--- src/rtl/console_key_pulser_pkg.sv ---
// Shared definitions for the console key pulser: clock tick, time conversion, FSM states.
package console_key_pulser_pkg;

  localparam int unsigned TICK_NS = 20;

  typedef enum logic [1:0] {
    IDLE     = 2'd0,
    HELD     = 2'd1,
    RPT_WAIT = 2'd2,
    RPT_PEND = 2'd3
  } state_t;

  // Rounds up so a requested delay is never shortened.
  function automatic int unsigned ns_to_cyc(input int unsigned ns);
    return (ns + TICK_NS - 1) / TICK_NS;
  endfunction

endpackage

--- src/rtl/console_key_pulser_sync2.sv ---
// Two-flop synchronizer for one asynchronous level input.
module console_key_pulser_sync2 (
  input  logic clk,
  input  logic reset_n,
  input  logic d,
  output logic q
);

  logic meta_q;
  logic sync_q;

  always_ff @(posedge clk or negedge reset_n) begin
    if (!reset_n) begin
      meta_q <= 1'b0;
      sync_q <= 1'b0;
    end else begin
      meta_q <= d;
      sync_q <= meta_q;
    end
  end

  assign q = sync_q;

endmodule

--- src/rtl/console_key_pulser.sv ---
// Debounces one console key into a clean level plus press/auto-repeat trigger pulses.
// Handshake: key_p is a one-cycle strobe with no back-pressure; inhibit only defers repeats.
module console_key_pulser
  import console_key_pulser_pkg::*;
#(
  parameter int unsigned DEBOUNCE_CYC = ns_to_cyc(5_000_000),
  parameter int          RW           = 26
) (
  input  logic          clk,
  input  logic          reset_n,
  input  logic          key_in,
  input  logic          repeat_en,
  input  logic [RW-1:0] repeat_cyc,
  input  logic          inhibit,
  output logic          key_l,
  output logic          key_p,
  output logic          pending,
  output state_t        dbg_state
);

  localparam int CW = $clog2(DEBOUNCE_CYC + 1);

  logic          key_s;
  logic          rpt_s;
  logic [CW-1:0] cnt_q, cnt_d;
  logic          key_l_q, key_l_d;
  logic          key_p_q, key_p_d;
  logic [RW-1:0] rcnt_q, rcnt_d;
  logic [RW-1:0] rpt_load;
  state_t        state_q, state_d;
  logic          press;
  logic          release_ev;

  console_key_pulser_sync2 u_sync_key (
    .clk     (clk),
    .reset_n (reset_n),
    .d       (key_in),
    .q       (key_s)
  );

  console_key_pulser_sync2 u_sync_rpt (
    .clk     (clk),
    .reset_n (reset_n),
    .d       (repeat_en),
    .q       (rpt_s)
  );

  // A level is accepted after DEBOUNCE_CYC counted mismatches plus the accepting edge.
  always_comb begin
    cnt_d   = '0;
    key_l_d = key_l_q;
    if (key_s != key_l_q) begin
      if (cnt_q == CW'(DEBOUNCE_CYC)) begin
        key_l_d = key_s;
      end else begin
        cnt_d = cnt_q + CW'(1);
      end
    end
  end

  assign press      = key_l_d & ~key_l_q;
  assign release_ev = ~key_l_d & key_l_q;
  // Interval of 0 behaves as 1, so the reload value saturates at zero.
  assign rpt_load   = (repeat_cyc == '0) ? '0 : repeat_cyc - RW'(1);

  always_comb begin
    state_d = state_q;
    rcnt_d  = rcnt_q;
    key_p_d = 1'b0;
    if (release_ev) begin
      state_d = IDLE;
      rcnt_d  = '0;
    end else begin
      case (state_q)
        IDLE: begin
          if (press) begin
            key_p_d = 1'b1;
            state_d = HELD;
          end
        end
        HELD: begin
          if (rpt_s) begin
            rcnt_d  = rpt_load;
            state_d = RPT_WAIT;
          end
        end
        RPT_WAIT: begin
          if (!rpt_s) begin
            state_d = HELD;
            rcnt_d  = '0;
          end else if (rcnt_q == '0) begin
            if (!inhibit) begin
              key_p_d = 1'b1;
              rcnt_d  = rpt_load;
            end else begin
              state_d = RPT_PEND;
            end
          end else begin
            rcnt_d = rcnt_q - RW'(1);
          end
        end
        RPT_PEND: begin
          if (!rpt_s) begin
            state_d = HELD;
            rcnt_d  = '0;
          end else if (!inhibit) begin
            key_p_d = 1'b1;
            rcnt_d  = rpt_load;
            state_d = RPT_WAIT;
          end
        end
        default: begin
          state_d = IDLE;
          rcnt_d  = '0;
        end
      endcase
    end
  end

  always_ff @(posedge clk or negedge reset_n) begin
    if (!reset_n) begin
      cnt_q   <= '0;
      key_l_q <= 1'b0;
      key_p_q <= 1'b0;
      rcnt_q  <= '0;
      state_q <= IDLE;
    end else begin
      cnt_q   <= cnt_d;
      key_l_q <= key_l_d;
      key_p_q <= key_p_d;
      rcnt_q  <= rcnt_d;
      state_q <= state_d;
    end
  end

  assign key_l     = key_l_q;
  assign key_p     = key_p_q;
  assign pending   = (state_q == RPT_PEND);
  assign dbg_state = state_q;

endmodule
--- config.mk ---
export PLATFORM = sky130hd
export DESIGN_NAME = console_key_pulser
export DESIGN_NICKNAME = d
export VERILOG_FILES = /design/src/rtl/console_key_pulser_pkg.sv /design/src/rtl/console_key_pulser_sync2.sv /design/src/rtl/console_key_pulser.sv
export SDC_FILE = /design/constraint.sdc
export NUM_CORES = 1
export LEC_CHECK = 0
export ABC_AREA = 1
export ABC_CLOCK_PERIOD_IN_PS = 5000
export CAP_MARGIN = 20
export CELL_PAD_IN_SITES_DETAIL_PLACEMENT = 1
export CELL_PAD_IN_SITES_GLOBAL_PLACEMENT = 1
export CORE_UTILIZATION = 30
export DETAILED_ROUTE_END_ITERATION = 8
export DONT_BUFFER_PORTS = 1
export MAX_ROUTING_LAYER = met4
export PLACE_DENSITY = 0.64
export REMOVE_ABC_BUFFERS = 1
export SKIP_CTS_REPAIR_TIMING = 1
export SYNTH_ARGS = -nofsm -noshare
export SYNTH_HDL_FRONTEND = slang
export SYNTH_HIERARCHICAL = 1
export SYNTH_SLANG_ARGS = --single-unit
--- constraint.sdc ---
create_clock -name clk -period 5 [get_ports clk]
set_clock_uncertainty 0.15 [all_clocks]
set_input_delay 0.75 -clock clk [delete_from_list [all_inputs] [get_ports clk]]
set_output_delay 0.75 -clock clk [all_outputs]
set_load 0.02 [all_outputs]
# Word-level counts from Yosys, hierarchy flattened
# Index checks and enable logic that the tools add are counted.
# Widths: inputs -> output; s select.
# classes
n_eq_ne,10
n_reduce_logical,6
bitwise_logic,4
mux,28
add_sub_neg,3
# ops
cell,count
$mux 26,7
$pmux 26 s3,1
$logic_not 26->1,2
$sub 26x1->26 const B,2
$mux 18,2
$add 18x1->18 const B,1
$eq 18x18->1 const B,1
$mux 2,8
$ne 4x4->1 const B,3
$mux 1,8
$pmux 2 s4,1
$reduce_and 5->1,1
$eq 2x2->1 const B,2
$reduce_bool 4->1,1
$ne 3x2->1 const B,1
$ne 3x3->1 const B,1
$pmux 1 s3,1
$and 1x1->1,2
$eq 2x1->1 const B,1
$logic_not 2->1,1
$not 1->1,2
$reduce_and 2->1,1
$ne 1x1->1,1
# word_totals
out_inout_bits,5
regBits,52

# Logic depth before layout (Yosys ltp)
# logic_depth
depth_word,7
depth_mapped,16
depth_no_buf,15

# Hierarchy
# Netlist, hierarchy kept.
# modules_own_cells
module,instances,cells_each,area_each_um2
console_key_pulser,1,826,4892.2
console_key_pulser_sync2,2,2,50.0

# Least setup slack after synthesis
# OpenSTA, ideal clock, no wires.
# synth_path
path_type,register -> register
startpoint,register cnt_q[0]
endpoint,register rcnt_q[16]
path_slack_ns,2.230
synth_period_minus_slack_ns,2.770
path_stages_with_launch,15
setup_time_ns,0.117
t_arrival_ns,2.504
required_ns,4.733
cell_sequence,dfrtp_1 inv_1 ha_1 nand4_1 nor4_1 nand2_1 o21a_1 ha_1 o31ai_2 or2_1 buf_2 buf_4 a21oi_1 nand2_1 nand2_1
# synth_via
elab_chain_len,7
# synth_lines
element,line,source
from (decl),console_key_pulser.sv:25,"logic [CW-1:0] cnt_q, cnt_d;"
from (signal assigned),console_key_pulser.sv:128,cnt_q <= cnt_d;
$eq 18x18->1 (*),console_key_pulser.sv:53,if (cnt_q == CW'(DEBOUNCE_CYC)) begin
$mux 1 (*),console_key_pulser.sv:53,
$mux 1 (*),console_key_pulser.sv:52,if (key_s != key_l_q) begin
$not 1->1 (*),console_key_pulser.sv:62,assign release_ev = ~key_l_d & key_l_q;
$and 1x1->1 (*),console_key_pulser.sv:62,
$ne 3x2->1 (no line) or $reduce_bool 4->1 (tied branches),--,
$reduce_and 2->1 (no line),--,
to (signal assigned),console_key_pulser.sv:131,rcnt_q <= rcnt_d;
to (decl),console_key_pulser.sv:28,"logic [RW-1:0] rcnt_q, rcnt_d;"
# Every way passes the cells marked *; elsewhere a longest branch is shown, timed or not.
# A chain may end at the register's enable or synchronous reset.

# Worst setup path in the final report
# layout_path
startpoint,register cnt_q[0]
endpoint,register rcnt_q[22]
# The elaborated chain is that of the path after synthesis.

==> results.toml <==
[outcome]
outcome = "finished, final reports clean"

[global_routing]
grt_use_total_pct = 20.1
grt_pass1_vias = 4907
grt_pass1_wl_mm = 25.8
grt_antenna_before_repair = 0
grt_overflow_total = 0
grt_max_degree = 53

[final_layout]
multi_input_area_um2 = 3240
final_common_cell = "nand2_1"
most-common-layout-cells = "nand2_1, nor2_1, nand3_1, inv_1, dfrtp_1"
n_antenna_cell = 0
synthToLayoutAreaGrowth_pct = 6.82
regArea_um2 = 1300
postLayoutCellArea_um2 = 5330
drive_gt1_share_pct = 8.65
instances_no_fill = 1037
fillers = 2130
nets = 863

[placed_design]
hpwlAfterDp_mm = 11.3
gp_congestion = 0.799
dp_cells = 1028
placed_area_um2 = 5160
numPortBuffers = 0

[critical_path]
cp_num_cells = 16
critPathBufInv = 4
crit_chain = "inv_1 -> ha_1 -> nand4_1 -> nor4_1 -> nand2_1 -> o21a_1 -> ha_1 -> inv_1 -> nand3_1 -> o31ai_4 -> buf_4 -> or2_1 -> buf_4 -> a21oi_1 -> nand2_1 -> nand2_1"
crit_slowest_cell = "nor4_1"
slowest_delay_ns = 0.49
start_kind = "register"
critPathKind = "register to register"
crit_top_cell = "nand2_1"
worstRegToRegCells = 16
end_kind = "register"
crit_fanout = 27
cp.arrival_ns = 3.44
worstPathRequired_ns = 5.05
r2r_setup_slack_ns = 1.61
cp_top_family = "simple AND/OR/NAND/NOR gates"

[drt]
routed-via-count = 5046
routedWlPerCell_um = 14.9
drt_iter0_drc = 216
drc = 0
routed_wl_mm = 15.5
ant_nets = 0
firstDrtPassIters = 4
viasPerCell = 4.87

[die]
fp.dieW_um = 131
start_util_pct = 31.1
die_area_um2 = 17200
io_pins = 36
core-area_um2 = 16100
rows = 46
fp.dieH_um = 131

[power_and_ir_drop]
power_frac_comb_pct = 9.8
seqPwrFrac_pct = 48.6
p_per_area_nw_per_um2 = 164
share_clk_of_total_power_pct = 41.6
internal_power_uw = 638
vdd_drop_max_v = 0.000102
swShare_pct = 27.2
p_total_uw = 876
switchingPower_uw = 239
p_leak_nw = 2.49

[synthesis]
yosysWarnings = 6
synth_seq_area_share_pct = 26.1
ys_top_cells_by_area = "dfrtp_1, nand2_1, nand3_1, nor2_1, inv_1"
syn_area_per_cell_um2 = 6.01
synth_cells = 830
syn-cell-area_um2 = 4990
ys_types = 41
synth-seq-cells = 52
netlist.area_leader.share_pct = 26.1
synth.largest_area_cell = "dfrtp_1"

[sta]
slew_headroom_pct = 62.5
setup-tns-final_ns = 0
hold_violations = 0
fmax_ghz = 0.295
setup_viol = 0
final_max_slew_viol_count = 0
period_minus_slack_ns = 3.39
tightest_slew_ns = 0.557
rsz0062_at_grt = "no"
fin_crit_sh_pct = 67.8

[cts]
clk_latency_ns = 0.31
cts_htree_levels = 2
cts_tree = "done"
clock_path_buffers = 2
cts.sinks = 52
root_buffer = "clkbuf_16"
numCtsBuffers = 5
path_clk_slew_ns = 0.08

[flow_run]
maxCapViolations = 0

[worst_hold_path]
hold_path_class = "input pin to asynchronous set/reset pin"
area by class of cell:
cell class / instances / area share, %
Multi-Input combinational cell: 671 / 60.7
Timing Repair Buffer: 6 / 1.22
Clock buffer: 6 / 2.42
Clock inverter: 2 / 0.305
Tap cell: 216 / 5.07
Inverter: 84 / 5.91
Sequential cell: 52 / 24.4
final timing paths:
| kind | start | endpoint |
|---|---|---|
| worst max-delay path | cnt_q[0] | rcnt_q[22] |
| worst min-delay path | reset_n | cnt_q[14] |
| worst max register to register | cnt_q[0] | rcnt_q[22] |
| worst min register to register | u_sync_rpt/meta_q | u_sync_rpt/q |
| max in group asynchronous | reset_n | cnt_q[1] |
| min in group clk | u_sync_rpt/meta_q | u_sync_rpt/q |
per-layer routing:
metal  GRT usage [%]  wire length [um]  share of wire [%]  up-vias
met5               -                 0                  0        -
met1            27.0              7900                 51     2406
li1                -                 -                  -     2588
met2            32.3              7070                 46       41
met4            4.73               216                1.4        0
met3            2.04               269                1.7       11
sequential cells by signal, summed over array words and instances (netlist names):
register / flops
u_sync_key/q: 1
u_sync_key/meta_q: 1
u_sync_rpt/meta_q: 1
key_p: 1
u_sync_rpt/q: 1
cnt_q: 18
key_l: 1
dbg_state: 2
rcnt_q: 26
through the flow:
stage	util, %	hold WS (ns)	setup slack, ns
finish	33.2	0.152	1.61
CTS	33.0	-0.0259	1.57
detailed placement	32.1	0.190	1.57
global route	33.2	0.174	1.26
global placement	32.1	0.184	1.69
floorplan	-	0.181	1.52
cell families (layout without fill, tap and decap cells):
family / count (synthesis) / after routing / share of synthesized area (%)
AO/OA/AOI/OAI: 62 / 62 / 6.82
AND/OR/NAND/NOR: 582 / 582 / 52.2
buffers and inverters: 107 / 98 / 9.30
adder cells (fa/ha/maj): 12 / 12 / 3.01
flip-flops: 52 / 52 / 26.1
XOR/XNOR: 15 / 15 / 2.63
power groups by stage:
stage,clock network [mW],registers (mW),logic [mW]
after global placement,0,0.435,0.0752
after CTS,0.379,0.426,0.0760
final,0.364,0.426,0.0858
after floorplan,0,0.436,0.0532
after detailed placement,0,0.435,0.0756
after global routing,0.387,0.427,0.0982
cells in the mapped netlist, drive strengths merged:
| library cell | number |
|---|---|
| buf | 16 |
| or2 | 6 |
| clkinv | 1 |
| o21a | 1 |
| nand3 | 92 |
| o21bai | 4 |
| dfrtp | 52 |
| nand2 | 332 |
| a31oi | 1 |
| xor2 | 12 |
| o31ai | 1 |
| a21oi | 36 |
| nand3b | 2 |
| nor4 | 2 |
| and2 | 1 |
| o21ai | 16 |
| xnor2 | 3 |
| inv | 83 |
| nor2 | 127 |
| nor3 | 6 |
| ha | 12 |
| a211oi | 1 |
| clkbuf | 7 |
| nand4 | 14 |
| a21o | 1 |
| a221oi | 1 |
Power figures use the tool's default switching activity.
